`src/rtl/dmem_arb_pkg.sv`:
```
// Shared types and constants for the DMEM arbiter: read-return owner,
// priority state and starvation counter width.
package dmem_arb_pkg;

   localparam int WAIT_CNT_W = 4;

   typedef enum logic [1:0] {
      OWN_NONE,
      OWN_CPU,
      OWN_DBG
   } owner_t;

   typedef enum logic {
      CPU_PRI,
      DBG_PRI
   } state_t;

endpackage

```
`src/rtl/arb_starve_ctr.sv`:
```
// Debug starvation counter and priority-flip FSM: after MAX_WAIT consecutive
// denials the debug master holds priority until one of its accesses is granted.
module arb_starve_ctr #(
   parameter int MAX_WAIT = 4
) (
   input  logic clk,
   input  logic reset,
   input  logic dbg_req,
   input  logic dbg_gnt,
   output logic dbg_pri
);
   import dmem_arb_pkg::*;

   localparam logic [WAIT_CNT_W-1:0] WAIT_LAST = WAIT_CNT_W'(MAX_WAIT - 1);

   state_t                 state_q, state_d;
   logic [WAIT_CNT_W-1:0]  wait_q, wait_d;

   always_ff @(posedge clk or negedge reset) begin
      if (!reset) begin
         state_q <= CPU_PRI;
         wait_q  <= '0;
      end else begin
         state_q <= state_d;
         wait_q  <= wait_d;
      end
   end

   always_comb begin
      state_d = state_q;
      wait_d  = wait_q;
      case (state_q)
         CPU_PRI: begin
            if (dbg_req && !dbg_gnt) begin
               if (wait_q == WAIT_LAST) begin
                  state_d = DBG_PRI;
                  wait_d  = '0;
               end else if (wait_q != '1) begin
                  // saturate rather than wrap if MAX_WAIT is ever misconfigured
                  wait_d = wait_q + WAIT_CNT_W'(1);
               end
            end else begin
               wait_d = '0;
            end
         end
         DBG_PRI: begin
            wait_d = '0;
            if (dbg_gnt || !dbg_req)
               state_d = CPU_PRI;
         end
         default: begin
            state_d = CPU_PRI;
            wait_d  = '0;
         end
      endcase
   end

   assign dbg_pri = (state_q == DBG_PRI);

endmodule

```
`src/rtl/dmem_arbiter.sv`:
```
// Single-port DMEM arbiter between the CPU MEM stage and a debug/loader master,
// with one-cycle read-data return routed to the issuing master.
module dmem_arbiter #(
   parameter int ADDR_WIDTH = 8,
   parameter int DATA_WIDTH = 16,
   parameter int MAX_WAIT   = 4
) (
   input  logic                  clk,
   input  logic                  reset,
   input  logic                  cpu_req,
   input  logic                  cpu_we,
   input  logic [ADDR_WIDTH-1:0] cpu_addr,
   input  logic [DATA_WIDTH-1:0] cpu_wdata,
   output logic                  cpu_stall,
   output logic                  cpu_rvalid,
   output logic [DATA_WIDTH-1:0] cpu_rdata,
   input  logic                  dbg_req,
   input  logic                  dbg_we,
   input  logic [ADDR_WIDTH-1:0] dbg_addr,
   input  logic [DATA_WIDTH-1:0] dbg_wdata,
   output logic                  dbg_gnt,
   output logic                  dbg_rvalid,
   output logic [DATA_WIDTH-1:0] dbg_rdata,
   output logic                  mem_en,
   output logic                  mem_we,
   output logic [ADDR_WIDTH-1:0] mem_addr,
   output logic [DATA_WIDTH-1:0] mem_wdata,
   input  logic [DATA_WIDTH-1:0] mem_rdata
);
   import dmem_arb_pkg::*;

   logic   dbg_pri;
   logic   cpu_win;
   logic   dbg_win;
   owner_t rd_owner_p1;

   arb_starve_ctr #(
      .MAX_WAIT (MAX_WAIT)
   ) u_starve (
      .clk     (clk),
      .reset   (reset),
      .dbg_req (dbg_req),
      .dbg_gnt (dbg_win),
      .dbg_pri (dbg_pri)
   );

   // Stage p0: pick one winner this cycle
   always_comb begin
      cpu_win = 1'b0;
      dbg_win = 1'b0;
      if (dbg_pri) begin
         dbg_win = dbg_req;
         cpu_win = cpu_req && !dbg_req;
      end else begin
         cpu_win = cpu_req;
         dbg_win = dbg_req && !cpu_req;
      end
   end

   always_comb begin
      mem_en    = cpu_win || dbg_win;
      mem_we    = 1'b0;
      mem_addr  = '0;
      mem_wdata = '0;
      if (cpu_win) begin
         mem_we    = cpu_we;
         mem_addr  = cpu_addr;
         mem_wdata = cpu_wdata;
      end else if (dbg_win) begin
         mem_we    = dbg_we;
         mem_addr  = dbg_addr;
         mem_wdata = dbg_wdata;
      end
   end

   assign cpu_stall = cpu_req && !cpu_win;
   assign dbg_gnt   = dbg_win;

   // Stage p1: remember who owns the read data returning next cycle
   always_ff @(posedge clk or negedge reset) begin
      if (!reset)
         rd_owner_p1 <= OWN_NONE;
      else if (cpu_win && !cpu_we)
         rd_owner_p1 <= OWN_CPU;
      else if (dbg_win && !dbg_we)
         rd_owner_p1 <= OWN_DBG;
      else
         rd_owner_p1 <= OWN_NONE;
   end

   assign cpu_rvalid = (rd_owner_p1 == OWN_CPU);
   assign dbg_rvalid = (rd_owner_p1 == OWN_DBG);
   assign cpu_rdata  = mem_rdata;
   assign dbg_rdata  = mem_rdata;

endmodule

```
`config.mk`:
```
export PLATFORM = sky130hd
export DESIGN_NAME = dmem_arbiter
export DESIGN_NICKNAME = d
export VERILOG_FILES = /design/src/rtl/dmem_arb_pkg.sv /design/src/rtl/arb_starve_ctr.sv /design/src/rtl/dmem_arbiter.sv
export SDC_FILE = /design/constraint.sdc
export NUM_CORES = 1
export LEC_CHECK = 0
export CORE_MARGIN = 10
export CORE_UTILIZATION = 25
export CTS_CLUSTER_SIZE = 24
export DETAILED_ROUTE_END_ITERATION = 10
export PLACE_DENSITY = 0.86
export RECOVER_POWER = 50
export SYNTH_ARGS = -nofsm -noshare
export SYNTH_HDL_FRONTEND = slang
export SYNTH_SLANG_ARGS = --single-unit
```
`constraint.sdc`:
```
create_clock -name clk -period 1.9 [get_ports clk]
set_input_delay 0.285 -clock clk [delete_from_list [all_inputs] [get_ports clk]]
set_output_delay 0.285 -clock clk [all_outputs]
set_load 0.05 [all_outputs]
```
==> results.cfg, run 1 <==
[outcome]
status = completed

[pwr]
ir_drop_mv = 0.217
powerDensity_nw_per_um2 = 465
swShare_pct = 37.0
clock_power_share_pct = 15.6
comb_power_share_pct = 65.9
p_int_uw = 534
switchingPower_uw = 314
power_uw = 848
p_seq_share_pct = 18.5
power_leakage_uw = 0.000800

[critical_path]
cp_top_family = buffers and inverters
cp.depth = 6
crit_top_cell = buf_12
cp.required_ns = 1.62
rr_endpoint = u_starve.wait_q[0]
setup.worst_path.end = mem_addr[3]
ff2ff_path_depth = 4
r2r_start = u_starve.wait_q[0]
timing.critical_path.buf_inv = 4
cp_cell_sequence = clkdlybuf4s50_1 > buf_4 > a21boi_4 > buf_12 > a22o_1 > buf_12
critPathKind = in -> out
cpMaxStageDelayCell = clkdlybuf4s50_1
start_kind = primary input
max_stage_delay_ns = 0.41
crit_fanout = 26
reg2reg_slack_ns = 0.60
critical_path_arrival_ns = 1.54
cp-startpoint = dbg_req
worstSetupEndpointType = output pin

[detailed_routing]
viasPerCell = 4.66
drt_iter0_drc = 45
vias = 908
wl_per_cell_um = 17.8
wirelength_um = 3470
antenna_left = 0
drc = 0
drt_first_pass_iters = 4

[cts]
numCtsBuffers = 3
tritoncts = built
postCtsHoldBufs = 0
path_clk_slew_ns = 0.05
cts_root_buf = clkbuf_4
cts_setup_buffers = 0
htree_num_levels = 1
insertion_delay_ns = 0.25
cts_max_path_buffers = 2
cts_resized = 1
clock-sinks = 7

[layout]
multi_input_area_um2 = 422
final_cell_mix = 51 x clkdlybuf4s50_1, 29 x buf_12, 19 x a22o_1
final_common_cell = clkdlybuf4s50_1
nFillCells = 315
num_antenna_cells = 0
nets = 221
register_area_um2 = 175
area_growth_pct = 107
fin_util_pct = 54.2
drive_gt1_share_pct = 31.5

[floorplan]
initial_utilization_pct = 26.2
rows = 21
die_x_um = 79.4
die_y_um = 79.4
io_pins = 132
dieArea_um2 = 6300
coreArea_um2 = 3360

[global_route]
grt_max_degree = 28
grt_pass1_vias = 1047
grt_pass1_wl_um = 5350
antenna_found_initial = 0
track_usage_pct = 10.7
overflow = 0

[timing]
rsz0062_at_grt = false
holdWs_ns = 0.354
hold_viol = 0
skew_ns = 0.00707
worst_pin_slew_ns = 0.299
setup_viol = 0
finalCriticalPeriod_ns = 1.82
finalMaxSlewViolations = 0
max_slew_margin_pct = 79.8
max_freq_mhz = 549
fin_crit_sh_pct = 95.9

[synthesis]
syn_nets = 166
yosysTopAreaCell = buf_4
ys_ff_latch = 7
yosysWarnings = 0
netlist_instances = 95
netlist_area_um2 = 882
ys_seq_area_share_pct = 19.9
synth.avg_cell_area_um2 = 9.29
yosysUniqueCellTypes = 24
yosysTopAreaCellShare_pct = 28.1
synth_area_leaders = buf_4 28%, dfrtp_1 20%, a22o_1 19%

[placement]
place.gp.congestion = 0.750
port_buffers = 83
hpwl_um = 3050

[min_path]
hold_path.class = in -> async

[flow_run]
max-cap-violations = 0
-- power groups by stage --
stage                     Sequential (µW)  Combinational, µW  Clock [µW]
after floorplan                       158                419           0
after global placement                159                562           0
after detailed placement              159                566           0
after CTS                             157                566         138
after global routing                  158                583         143
final                                 157                559         132
-- through the flow --
stage                     worst slack, ns  setup TNS (ns)  area [µm²]  std cells
after global routing               0.0306               0        1820        195
after floorplan                     0.221               0         882         95
after detailed placement         -0.00548         -0.0117        1800        191
final                              0.0788               0        1820        195
after CTS                          0.0789               0        1820        195
after global placement            0.00701               0        1800        191
-- sequential cells by signal, indices dropped and copies added (netlist names) --
register / flops
u_starve.wait_q: 4
rd_owner_p1: 2
u_starve.dbg_pri: 1
-- worst reg2reg max path: stages (launching register included) --
cell and delay (ns):
dfrtp_1 0.43, ha_1 0.30, and3_1 0.21, o21ai_0 0.15
a21oi_1 0.09
-- worst min path at each step --
stage	from	end	slack, ns
6_report	reset	u_starve.wait_q[0]	0.35
5_1_grt	reset	u_starve.wait_q[2]	0.38
4_1_cts	reset	u_starve.wait_q[3]	0.29
3_5_place_dp	reset	u_starve.wait_q[0]	0.56
3_3_place_gp	u_starve.wait_q[2]	u_starve.dbg_pri	0.54
2_1_floorplan	reset	rd_owner_p1[0]	-0.01
-- per-layer routing --
layer / vias up / share of wire, % / global-route usage (%)
met1: 402 / 31 / 9.27
met3: 11 / 18 / 8.67
li1: 429 / - / -
met4: 0 / 2.9 / 5.56
met5: - / 0 / 0
met2: 66 / 48 / 17.3
-- cells by family after synthesis --
group | share of synthesized area, %
and+or+nand+nor | 11.5
buffers and inverters | 32.3
muxes | 2.27
AOI/OAI and AO/OA | 32.6
DFF | 19.9
adders and majority gates | 1.42
-- synth_stat cells --
cell	count
nor3_1	1
a22o_1	19
dfrtp_1	7
and3_1	1
buf_6	3
and3_2	1
a21oi_1	1
a21boi_4	2
nand2b_1	1
a22o_2	6
o21ai_0	1
or2_2	1
nor2_1	3
nor3b_1	1
nor4b_1	1
a31oi_1	1
nand3_1	3
mux2i_1	2
ha_1	1
buf_4	33
nor2b_1	2
and2b_1	2
a21o_1	1
inv_2	1
-- area by class of cell --
class / instances / share of cell area, %
well taps: 46 / 3.16
repair buffers: 86 / 62.5
multi-input cells: 51 / 23.1
flip-flops and latches: 7 / 9.60
clock buffers: 4 / 1.44
inverters: 1 / 0.206
Note: power is estimated with default switching activity, not from simulation.
==> run 2: changes to the inputs <==
- CORE_UTILIZATION: 25 -> 23
- PLACE_DENSITY: 0.86 -> 0.8
- clock period: 1.9 -> 1.77 ns (I/O delays scaled with it)
==> results.cfg, run 2 (same netlist as run 1, synthesis figures left out) <==
[global_route]
track_usage_pct = 10.3
antenna_found_initial = 0
overflow = 0
grt_max_degree = 27
grt_pass1_wl_um = 5300
grt_pass1_vias = 1082

[detailed_routing]
drt_first_pass_iters = 3
wirelength_um = 3570
antenna_left = 0
wl_per_cell_um = 17.3
viasPerCell = 4.50
drt_iter0_drc = 7
vias = 927
drc = 0

[timing]
finalMaxSlewViolations = 0
hold_viol = 0
fin_crit_sh_pct = 98.1
skew_ns = 0.000352
holdWs_ns = 0.307
setup_viol = 0
worst_pin_slew_ns = 0.323
max_slew_margin_pct = 78.4
max_freq_mhz = 576
final.setup.tns_ns = 0
layout_setup_ws_ns = 0.0342
finalCriticalPeriod_ns = 1.74
rsz0062_at_grt = true

[cts]
cts_max_path_buffers = 2
clock-sinks = 7
path_clk_slew_ns = 0.04
cts_root_buf = clkbuf_8
htree_num_levels = 1
tritoncts = built
insertion_delay_ns = 0.22
numCtsBuffers = 3
postCtsHoldBufs = 0

[placement]
pre_cts_ws_ns = -0.0714
place_area_um2 = 1820
place.gp.congestion = 0.748
port_buffers = 83
hpwl_um = 2980

[layout]
num_antenna_cells = 0
final_common_cell = clkdlybuf4s50_1
fin_util_pct = 54.6
largest-register = u_starve.wait_q
drive_gt1_share_pct = 38.6
area_growth_pct = 128
nets = 230
largest_reg_flops = 4
final_cell_mix = 51 x clkdlybuf4s50_1, 29 x buf_12, 14 x a22o_1
final_area_um2 = 2010

[floorplan]
coreArea_um2 = 3690
die_x_um = 81.9
io_pins = 132
dieArea_um2 = 6710
initial_utilization_pct = 23.9
rows = 22
die_y_um = 81.9

[critical_path]
cp_top_family = buffers and inverters
critPathKind = reg -> out
start_kind = flip-flop
critical_path_arrival_ns = 1.47
crit_fanout = 13
cp.required_ns = 1.50
worstSetupEndpointType = output pin
max_stage_delay_ns = 0.40
cp_cell_sequence = inv_2 > a21boi_4 > buf_6 > buf_16 > a22o_2 > buf_12
cpMaxStageDelayCell = dfrtp_1
timing.critical_path.buf_inv = 4

[pwr]
powerDensity_nw_per_um2 = 512
power_leakage_uw = 0.000892
ir_drop_mv = 0.199

[outcome]
status = completed

[flow_run]
max-cap-violations = 0

[min_path]
hold_path.class = in -> async
[run 2: cell count changes in the layout (fill, tap and decap cells not counted)]
cell / change
buf_16: +2
dlygate4sd2_1: +1
a22o_4: +5
a22o_1: -5
buf_6: +5
clkbuf_4: -3
clkbuf_8: +3
dlygate4sd3_1: -1
buf_4: +2
[run 2: final cells by class]
class | instances | area (µm²)
clock buffers | 4 | 45.0
fillers | 319 | 1670
inverters | 1 | 3.75
multi-input cells | 51 | 465
flip-flops and latches | 7 | 175
well taps | 48 | 60.1
repair buffers | 95 | 1260
[run 2: power by group]
| group | switching, µW | leakage [µW] | internal (µW) |
|---|---|---|---|
| Sequential | 3.76 | 0.0000951 | 165 |
| Combinational | 289 | 0.000774 | 355 |
| Clock | 63.1 | 0.0000228 | 155 |
[run 2: what timing repair did]
action / 4_1_cts / 5_1_grt
setup endpoints to repair: 25 / 15
pin swaps: 16 / 0
resized for setup: 12 / 2
cloned: 2 / 0
setup buffers: 4 / 1
[run 2: per-layer routing]
| metal | vias up | global-route usage (%) | wire length [µm] |
|---|---|---|---|
| met5 | - | 0 | 0 |
| met4 | 0 | 5.95 | 92 |
| met3 | 12 | 5.35 | 459 |
| met2 | 55 | 17.7 | 1920 |
| met1 | 411 | 9.73 | 1090 |
| li1 | 449 | - | - |
[run 2: final timing paths]
check / to / cells after the start / from / slack (ns)
worst min register to register: u_starve.dbg_pri / 1 / u_starve.wait_q[2] / 0.55
min in group clk: cpu_rdata[2] / 0 / mem_rdata[2] / 0.53
worst max register to register: u_starve.wait_q[0] / 4 / u_starve.wait_q[0] / 0.49
worst min-delay path: u_starve.wait_q[0] / 1 / reset / 0.31
worst max-delay path: mem_addr[7] / 6 / u_starve.dbg_pri / 0.03
max in group asynchronous: rd_owner_p1[1] / 1 / reset / 1.22
[run 2: stage by stage]
step / total power, µW / cells
after CTS: 1040 / 205
after floorplan: 620 / 95
final: 1030 / 206
after global routing: 1080 / 206
after global placement: 778 / 195
after detailed placement: 784 / 195
==> run 3: changes to the inputs <==
- SLEW_MARGIN: unset -> 20
==> results of run 3 <==
No change in the layout: final DEF, timing and power equal those of run 2.
